===== config.mk =====
export PLATFORM = sky130hd
export DESIGN_NAME = sdram_ctrl_32mx32
export DESIGN_NICKNAME = d
export VERILOG_FILES = /design/src/rtl/sdram_ctrl_32mx32.sv
export SDC_FILE = /design/constraint.sdc
export NUM_CORES = 1
export LEC_CHECK = 0
export ABC_AREA = 1
export BUFFER_PORTS_ARGS = -buffer_cell sky130_fd_sc_hd__buf_2
export CORE_ASPECT_RATIO = 1.5
export CORE_UTILIZATION = 35
export DETAILED_ROUTE_END_ITERATION = 10
export PLACE_DENSITY = 0.67
export SLEW_MARGIN = 20
export SYNTH_ARGS = -nofsm -noshare
export SYNTH_HDL_FRONTEND = slang
export SYNTH_SLANG_ARGS = --single-unit

===== constraint.sdc =====
create_clock -name clock -period 1.6 [get_ports clock]
set_clock_uncertainty 0.1 [all_clocks]
set_input_delay 0.16 -clock clock [delete_from_list [all_inputs] [get_ports clock]]
set_output_delay 0.16 -clock clock [all_outputs]
set_load 0.005 [all_outputs]

===== src/rtl/sdram_ctrl_32mx32.sv =====
// Single-beat, closed-page SDRAM controller for a 32Mx32 array (two x16 parts).
// Runs power-up init and periodic auto-refresh, then serves one read or masked write at a time.
module sdram_ctrl_32mx32 #(
  parameter int T_INIT  = 10,
  parameter int T_RP    = 2,
  parameter int T_RCD   = 2,
  parameter int T_RFC   = 7,
  parameter int T_WR    = 2,
  parameter int T_MRD   = 2,
  parameter int CL      = 2,
  parameter int RD_SKEW = 1,
  parameter int T_REFI  = 780
) (
  input  logic        clock,
  input  logic        reset,
  input  logic        req_valid,
  output logic        req_ready,
  input  logic        req_write,
  input  logic [26:0] req_addr,
  input  logic [31:0] req_wdata,
  input  logic [3:0]  req_wstrb,
  output logic        resp_valid,
  output logic [31:0] resp_rdata,
  output logic        sdram_cke,
  output logic        sdram_cs,
  output logic        sdram_ras,
  output logic        sdram_cas,
  output logic        sdram_we,
  output logic [12:0] sdram_a,
  output logic [1:0]  sdram_ba,
  output logic [3:0]  sdram_dqm,
  output logic [31:0] sdram_dq_o,
  output logic        sdram_dq_oe,
  input  logic [31:0] sdram_dq_i
);

  typedef enum logic [3:0] {
    S_INIT_WAIT, S_INIT_PRE, S_INIT_REF1, S_INIT_REF2, S_INIT_MRS,
    S_IDLE, S_REF, S_RCD, S_RD, S_WR
  } state_t;

  localparam logic [3:0] CMD_NOP   = 4'b0111;
  localparam logic [3:0] CMD_ACT   = 4'b0011;
  localparam logic [3:0] CMD_READ  = 4'b0101;
  localparam logic [3:0] CMD_WRITE = 4'b0100;
  localparam logic [3:0] CMD_PRE   = 4'b0010;
  localparam logic [3:0] CMD_REF   = 4'b0001;
  localparam logic [3:0] CMD_MRS   = 4'b0000;

  localparam int TW = $clog2(T_REFI);

  localparam logic [7:0] C_INIT   = 8'(T_INIT - 1);
  localparam logic [7:0] C_RP     = 8'(T_RP - 1);
  localparam logic [7:0] C_RFC    = 8'(T_RFC - 1);
  localparam logic [7:0] C_MRD    = 8'(T_MRD - 1);
  localparam logic [7:0] C_RCD    = 8'(T_RCD - 1);
  localparam logic [7:0] C_RDCAP  = 8'(CL + RD_SKEW);
  localparam logic [7:0] C_WRDONE = 8'(T_WR + T_RP);
  localparam logic [TW-1:0] C_REFI = TW'(T_REFI - 1);

  // Mode register: burst length 1, sequential, CAS latency in a[6:4].
  localparam logic [12:0] MRS_VALUE = {6'b0, 3'(CL), 4'b0000};

  state_t        r_state;
  logic [7:0]    r_cnt;
  logic          r_refOn;
  logic [TW-1:0] r_refTimer;
  logic          r_refPending;
  logic          r_write;
  logic [1:0]    r_bank;
  logic [9:0]    r_col;
  logic [31:0]   r_wdata;
  logic [3:0]    r_wstrb;

  logic w_refTick;
  logic w_issueRef;
  logic w_pendNext;
  logic w_unused;

  assign w_refTick  = r_refOn && (r_refTimer == C_REFI);
  assign w_issueRef = (r_state == S_IDLE) && r_refPending;
  assign w_pendNext = w_refTick || (r_refPending && !w_issueRef);
  assign w_unused   = ^req_addr[1:0];

  always_ff @(posedge clock) begin
    if (reset) begin
      r_state      <= S_INIT_WAIT;
      r_cnt        <= '0;
      r_refOn      <= 1'b0;
      r_refTimer   <= '0;
      r_refPending <= 1'b0;
      r_write      <= 1'b0;
      r_bank       <= '0;
      r_col        <= '0;
      r_wdata      <= '0;
      r_wstrb      <= '0;
      req_ready    <= 1'b0;
      resp_valid   <= 1'b0;
      resp_rdata   <= '0;
      sdram_cke    <= 1'b0;
      {sdram_cs, sdram_ras, sdram_cas, sdram_we} <= 4'b1111;
      sdram_a      <= '0;
      sdram_ba     <= '0;
      sdram_dqm    <= 4'hF;
      sdram_dq_o   <= '0;
      sdram_dq_oe  <= 1'b0;
    end else begin
      // Every cycle is a NOP with all bytes masked unless a branch below says otherwise.
      sdram_cke    <= 1'b1;
      {sdram_cs, sdram_ras, sdram_cas, sdram_we} <= CMD_NOP;
      sdram_a      <= '0;
      sdram_ba     <= '0;
      sdram_dqm    <= 4'hF;
      sdram_dq_oe  <= 1'b0;
      req_ready    <= 1'b0;
      resp_valid   <= 1'b0;
      r_cnt        <= r_cnt + 1'b1;
      r_refPending <= w_pendNext;
      if (r_refOn) r_refTimer <= w_refTick ? '0 : r_refTimer + 1'b1;

      case (r_state)
        S_INIT_WAIT: if (r_cnt == C_INIT) begin
          {sdram_cs, sdram_ras, sdram_cas, sdram_we} <= CMD_PRE;
          sdram_a <= 13'h0400;
          r_state <= S_INIT_PRE;
          r_cnt   <= '0;
        end
        S_INIT_PRE: if (r_cnt == C_RP) begin
          {sdram_cs, sdram_ras, sdram_cas, sdram_we} <= CMD_REF;
          r_state <= S_INIT_REF1;
          r_cnt   <= '0;
        end
        S_INIT_REF1: if (r_cnt == C_RFC) begin
          {sdram_cs, sdram_ras, sdram_cas, sdram_we} <= CMD_REF;
          r_state <= S_INIT_REF2;
          r_cnt   <= '0;
        end
        S_INIT_REF2: if (r_cnt == C_RFC) begin
          {sdram_cs, sdram_ras, sdram_cas, sdram_we} <= CMD_MRS;
          sdram_a <= MRS_VALUE;
          r_state <= S_INIT_MRS;
          r_cnt   <= '0;
        end
        S_INIT_MRS: if (r_cnt == C_MRD) begin
          r_state    <= S_IDLE;
          req_ready  <= 1'b1;
          r_refOn    <= 1'b1;
          r_refTimer <= '0;
        end
        S_IDLE: begin
          if (r_refPending) begin
            {sdram_cs, sdram_ras, sdram_cas, sdram_we} <= CMD_REF;
            r_state <= S_REF;
            r_cnt   <= '0;
          end else if (req_valid && req_ready) begin
            {sdram_cs, sdram_ras, sdram_cas, sdram_we} <= CMD_ACT;
            sdram_a  <= req_addr[26:14];
            sdram_ba <= req_addr[13:12];
            r_bank   <= req_addr[13:12];
            r_col    <= req_addr[11:2];
            r_write  <= req_write;
            r_wdata  <= req_wdata;
            r_wstrb  <= req_wstrb;
            r_state  <= S_RCD;
            r_cnt    <= '0;
          end else begin
            req_ready <= !w_pendNext;
          end
        end
        S_REF: if (r_cnt == C_RFC) begin
          r_state   <= S_IDLE;
          req_ready <= !w_pendNext;
        end
        // Column command always carries a[10]=1 so the bank closes on its own.
        S_RCD: if (r_cnt == C_RCD) begin
          sdram_a  <= {2'b00, 1'b1, r_col};
          sdram_ba <= r_bank;
          r_cnt    <= '0;
          if (r_write) begin
            {sdram_cs, sdram_ras, sdram_cas, sdram_we} <= CMD_WRITE;
            sdram_dq_oe <= 1'b1;
            sdram_dq_o  <= r_wdata;
            sdram_dqm   <= ~r_wstrb;
            r_state     <= S_WR;
          end else begin
            {sdram_cs, sdram_ras, sdram_cas, sdram_we} <= CMD_READ;
            sdram_dqm <= 4'h0;
            r_state   <= S_RD;
          end
        end
        S_RD: if (r_cnt == C_RDCAP) begin
          resp_rdata <= sdram_dq_i;
          resp_valid <= 1'b1;
          r_state    <= S_IDLE;
          req_ready  <= !w_pendNext;
        end
        S_WR: if (r_cnt == C_WRDONE) begin
          resp_valid <= 1'b1;
          r_state    <= S_IDLE;
          req_ready  <= !w_pendNext;
        end
        default: begin
          r_state <= S_INIT_WAIT;
          r_cnt   <= '0;
        end
      endcase
    end
  end

endmodule


# [Word level (Yosys, flattened, before mapping)]
# Index checks and enable logic that the tools add are counted.
[word_totals] ff_bits=164 inputBits=99 output_inout_bits=91 elab_cells=129
[op_classes] addsub=2 eq_ne=25 mux=58 n_bitwise=4 reduce_logical=17
[ops] op="13-bit one-hot mux with 4 select lines" n=1
[ops] op="4-bit 2-to-1 mux" n=12
[ops] op="10-bit 2-to-1 mux" n=4
[ops] op="8-bit 2-to-1 mux" n=5
[ops] op="4-bit one-hot mux with 10 select lines" n=1
[ops] op="8-bit one-hot mux with 5 select lines" n=1
[ops] op="13-bit 2-to-1 mux" n=2
[ops] op="11-bit 2-to-1 mux" n=2
[ops] op="1-bit 2-to-1 mux" n=20
[ops] op="2-bit != test (second input constant)" n=9
[ops] op="4-bit by 3-bit equality test with 1-bit output (second input constant)" n=4
[ops] op="8-bit by 3-bit equality test with 1-bit output (second input constant)" n=2
[ops] op="10-bit by 1-bit adder with 10-bit output (second input constant)" n=1
[ops] op="10-bit equality test (second input constant)" n=1
[ops] op="10-bit AND reduction" n=1
[ops] op="8-bit by 1-bit adder with 8-bit output (second input constant)" n=1
[ops] op="4-bit by 2-bit equality test with 1-bit output (second input constant)" n=2
[ops] op="4-bit equality test (second input constant)" n=2
[ops] op="8-bit by 1-bit equality test with 1-bit output (second input constant)" n=1
[ops] op="8-bit by 2-bit equality test with 1-bit output (second input constant)" n=1
[ops] op="8-bit by 4-bit equality test with 1-bit output (second input constant)" n=1
[ops] op="2-bit 2-to-1 mux" n=3
[ops] op="6-bit 2-to-1 mux" n=1
[ops] op="1-bit one-hot mux with 3 select lines" n=2
[ops] op="17 further kinds" n=26

# [Logic depth before layout (Yosys ltp)]
[depth] word_depth=9 depth_mapped=12 mapped_depth_nobuf=12

# [Worst setup path after synthesis]
# No wires, ideal clock.
[synth_path] kind="register to register" startpoint="reg r_cnt[0]" endpoint="reg r_state[1]" setup_ps=115 t_arrival_ps=1312 t_required_ps=1385 setup_slack_ps=73 stages_incl_launch_ff=10 n_path_buf=0 synth_period_minus_slack_ps=1527 path_cell_list="dfxtp_1 > inv_1 > ha_1 > nand3_1 > o21ai_0 > nand2_1 > nor2_2 > nand3_1 > nand2_1 > nor2_1"
[synth_between] elab_chain_cells=3 elab_cells_between_ends=15 classes_between="14 x eq/ne; 1 x reduce/logical"
[synth_rtl] item="from (decl)" line_no="65" rtl="logic [7:0] r_cnt;"
[synth_rtl] item="from (signal assigned)" line_no="117" rtl="r_cnt <= r_cnt + 1'b1;"
[synth_rtl] item="8-bit by 3-bit equality test with 1-bit output (tied with other cells)" line_no="197" rtl="S_WR: if (r_cnt == C_WRDONE) begin"
[synth_rtl] item="2-bit != test (no source line)"
[synth_rtl] item="10-bit AND reduction (no source line) *"
[synth_rtl] item="to (signal assigned)" line_no="194" rtl="r_state <= S_IDLE;"
[synth_rtl] item="to (signal assigned)" line_no="199" rtl="r_state <= S_IDLE;"
[synth_rtl] item="to (signal assigned)" line_no="203" rtl="r_state <= S_INIT_WAIT;"
[synth_rtl] item="to (decl)" line_no="64" rtl="state_t r_state;"
# Mark *: on every way between the ends. The rest lies on a longest branch, timed or not.
# A chain may end at the register's enable or synchronous reset.

# [Worst setup path in the final report]
[layout_path] startpoint="reg r_state[1]" endpoint="reg r_wdata[12]"
[layout_between] elab_chain_cells=2
[layout_rtl] item="from (signal assigned)" line_no="87" rtl="r_state <= S_INIT_WAIT;"
[layout_rtl] item="from (signal assigned)" line_no="125" rtl="r_state <= S_INIT_PRE;"
[layout_rtl] item="from (signal assigned)" line_no="130" rtl="r_state <= S_INIT_REF1;"
[layout_rtl] item="4-bit by 3-bit equality test with 1-bit output" line_no="121" rtl="case (r_state)"
[layout_rtl] item="3-bit AND reduction (no source line)"
[layout_rtl] item="to (signal assigned)" line_no="162" rtl="r_wdata <= req_wdata;"
[layout_rtl] item="to (decl)" line_no="72" rtl="logic [31:0] r_wdata;"
# Every way passes these cells.

==> results.yml <==
global_routing:
  grt_usage_pct: 19.79
  antenna_found_initial: 0
  grt_max_degree: 51
  overflow: 0
  grt_pass1_vias: 5998
  grt_pass1_wl_um: 27610
worst_setup_path:
  slowest_stage: "dfxtp_4"
  cp.arrival_ns: 1.89
  start_kind: "register"
  crit_chain: "inv_4, nand2_4, nor2_4, nand2_2, nor2_4, buf_8, clkbuf_16, o21ai_1, nor2_1"
  path_class: "register to register"
  crit_path_end_kind: "register"
  critPathRequiredTime_ns: 1.86
  ff2ff_path_depth: 9
  worst_path_most_repeated_cell: "nor2_4"
  slowest_delay_ns: 0.37
  r2r_start: "r_state[1]"
  timing.rr.end: "r_wdata[12]"
  rrSetupSlack_ns: -0.03
  crit_fanout: 7
power:
  p_comb_share_pct: 20.7
  internal_power_mw: 7.817
  vdd_drop_max_mv: 0.6793
  clock_power_share_pct: 38.5
  power_switching_mw: 2.812
  seq_power_share_pct: 40.8
  power_density_nw_per_um2: 1051
  p_sw_share_pct: 26.46
  total_power_mw: 10.63
  power.leakage_nw: 4.701
timing:
  hold_viol: 0
  fin_crit_ns: 1.626
  slew_violations: 0
  rsz0062_at_grt: "yes"
  fmax_mhz: 615.0
  timing.final.ws_setup_ns: -0.02603
  period_share_pct: 101.6
  finalHoldWorstSlack_ns: 0.06576
  finalSetupViolations: 16
  tightestPinTransition_ns: 0.3898
  maxSlewHeadroom_pct: 74.01
run:
  cap_violations: 0
logic_synthesis:
  syn_area_per_cell_um2: 7.580
  ys_types: 29
  ys_seq_area_share_pct: 53.47
  yosysWarnings: 0
  syn_nets: 914
  netlist_area_um2: 6140
  synth_cells: 810
  ys_ff_latch: 164
clock_tree:
  cts_made_buffers: 17
  clk_pin_slew_ns: 0.06
  cts.sinks: 164
  insertion_delay_ns: 0.42
  htree_levels: 4
  ctsRootBufferMaster: "clkbuf_16"
  cts_tree: "built"
  clockBufferDepth: 2
place:
  port-buffer-count: 187
  place.gp.congestion: 0.8767
  placed_area_um2: 7657
  hpwlAfterDp_um: 11450
routing:
  wl_per_cell_um: 14.76
  detail_route.vias_per_cell: 4.737
  route.detailed.drc: 0
  ant_nets: 0
  vias: 6518
  drt_iter0_markers: 309
  drt_first_pass_iters: 4
  totalWireLength_um: 20310
min_path:
  min_path_type: "primary input to register"
  min_from: "req_addr[24]"
  min_path_cells: 5
  min_to: "sdram_a[10]"
die:
  initial_core_util_pct: 35.54
  die_y_um: 164.2
  core_area_um2: 17270
  die_w_um: 110.1
  die_area_um2: 18090
  ios: 190
  num_rows: 59
status:
  status: "complete, but fails checks"
  violations: "negative setup slack"
layout:
  fin_nets: 1256
  design_area_um2: 10120
  drive_gt1_share_pct: 36.63
  diodes: 0
  finish.utilization_pct: 58.57
  synthToLayoutAreaGrowth_pct: 64.78
==> synth_stat cells <==
master    count  share of area [%]
o21ai_1       5               0.41
nor3_2        1               0.16
o21a_1        1               0.12
ha_1          5                1.0
nand2_1      83                5.1
nor3b_1       5               0.61
o21ai_0     122                9.9
clkinv_1      1              0.061
clkbuf_1     18                1.1
a31o_2        1               0.14
nor3_1        3               0.24
nor2_4        3               0.55
a31oi_1       1               0.10
buf_2        19                1.5
nor2_1      272                 17
nand2_2       6               0.61
a211o_1       1               0.14
nor2_2        3               0.31
or2_1         1               0.10
nand3_1      19                1.5
inv_2         8               0.49
buf_4         3               0.37
xor2_1        5               0.71
xnor2_1       2               0.29
inv_1        30                1.8
nor4_1        1               0.10
nand4_1       5               0.51
dfxtp_1     164                 53
a21oi_1      22                1.8
==> power groups by stage <==
stage	clock network, mW	registers, mW	logic [mW]
global route	4.39	4.35	2.42
finish	4.10	4.34	2.20
CTS	4.22	4.28	1.77
detailed placement	0	4.36	1.51
global placement	0	4.35	1.50
floorplan	0	4.36	0.770
==> cells by family after synthesis <==
group | after synthesis | share of synthesized area, %
fa+ha+maj | 5 | 1.019
xor+xnor | 7 | 0.9986
flops | 164 | 53.47
buf+inv | 79 | 5.400
compound gates | 153 | 12.66
simple gates | 402 | 26.45
==> stage by stage <==
stage | setup WS, ns | cells | setup TNS, ns
global placement | -0.06833 | 1225 | -3.252
CTS | -0.01299 | 1355 | -0.06187
detailed placement | -0.1372 | 1225 | -6.785
floorplan | 0.07333 | 810 | 0
global route | -0.1183 | 1376 | -8.079
finish | -0.02603 | 1376 | -0.1802
==> placed cells by master (no fill, tap or decap), drive strengths merged, types with 19 or more instances in the layout <==
| master | n |
|---|---|
| dfxtp | 164 |
| nor2 | 278 |
| nand3 | 19 |
| dlygate4sd3 | 94 |
| clkbuf | 30 |
| buf | 260 |
| a21oi | 22 |
| nand2 | 89 |
| o21ai | 127 |
| inv | 39 |
==> routing by layer <==
layer	wire length, um	GRT usage [%]	vias to the layer above
li1	-	-	3273
met2	10770	36.28	216
met3	1151	5.516	42
met5	0	0	-
met1	7824	20.44	2987
met4	561	8.971	0
==> sequential cells by signal (all words and copies together), names as in the netlist, 2 cells and up <==
register	flops
resp_rdata	32
r_wstrb	4
sdram_dqm	4
r_bank	2
r_col	10
r_cnt	8
r_state	4
sdram_ba	2
sdram_dq_o	32
r_refTimer	10
sdram_a	13
r_wdata	32
==> worst max-delay path by stage <==
stage                     startpoint     endpoint  slack [ns]  cells after the start
final                     r_state[1]  r_wdata[12]       -0.03                      9
after CTS                 r_state[1]      r_write       -0.01                      9
after global routing      r_state[1]     r_col[8]       -0.12                      9
after floorplan             r_cnt[0]   r_state[1]        0.07                      9
after detailed placement  r_state[1]      r_write       -0.14                      9
after global placement    r_state[1]  r_wdata[21]       -0.07                      9
==> cell type report <==
cell class                      instances  area (um^2)
Timing Repair Buffer                  363         2844
Sequential cell                       164         3306
Fill cell                            1498         7157
Inverter                               39        163.9
Clock inverter                          9        130.1
Multi-Input combinational cell        567         2947
Tap cell                              213        266.5
Clock buffer                           21        460.4
==> what timing repair did <==
| item | in CTS | in global routing |
|---|---|---|
| setup buffers | 5 | 10 |
| pin swaps | 7 | 50 |
| endpoints found under the setup margin | 118 | 151 |
| resized for setup | 28 | 187 |
| hold buffers | 94 | 0 |
| cloned | 1 | 11 |
| endpoints found under the hold margin | 98 | 0 |
==> worst max-delay path, delay by kind of cell (launching register included) <==
family / cells / cell delay, ns
compound gates: 1 / 0.06
simple gates: 5 / 0.61
buf+inv: 3 / 0.42
flops: 1 / 0.37
(Power assumes the default switching activity.)
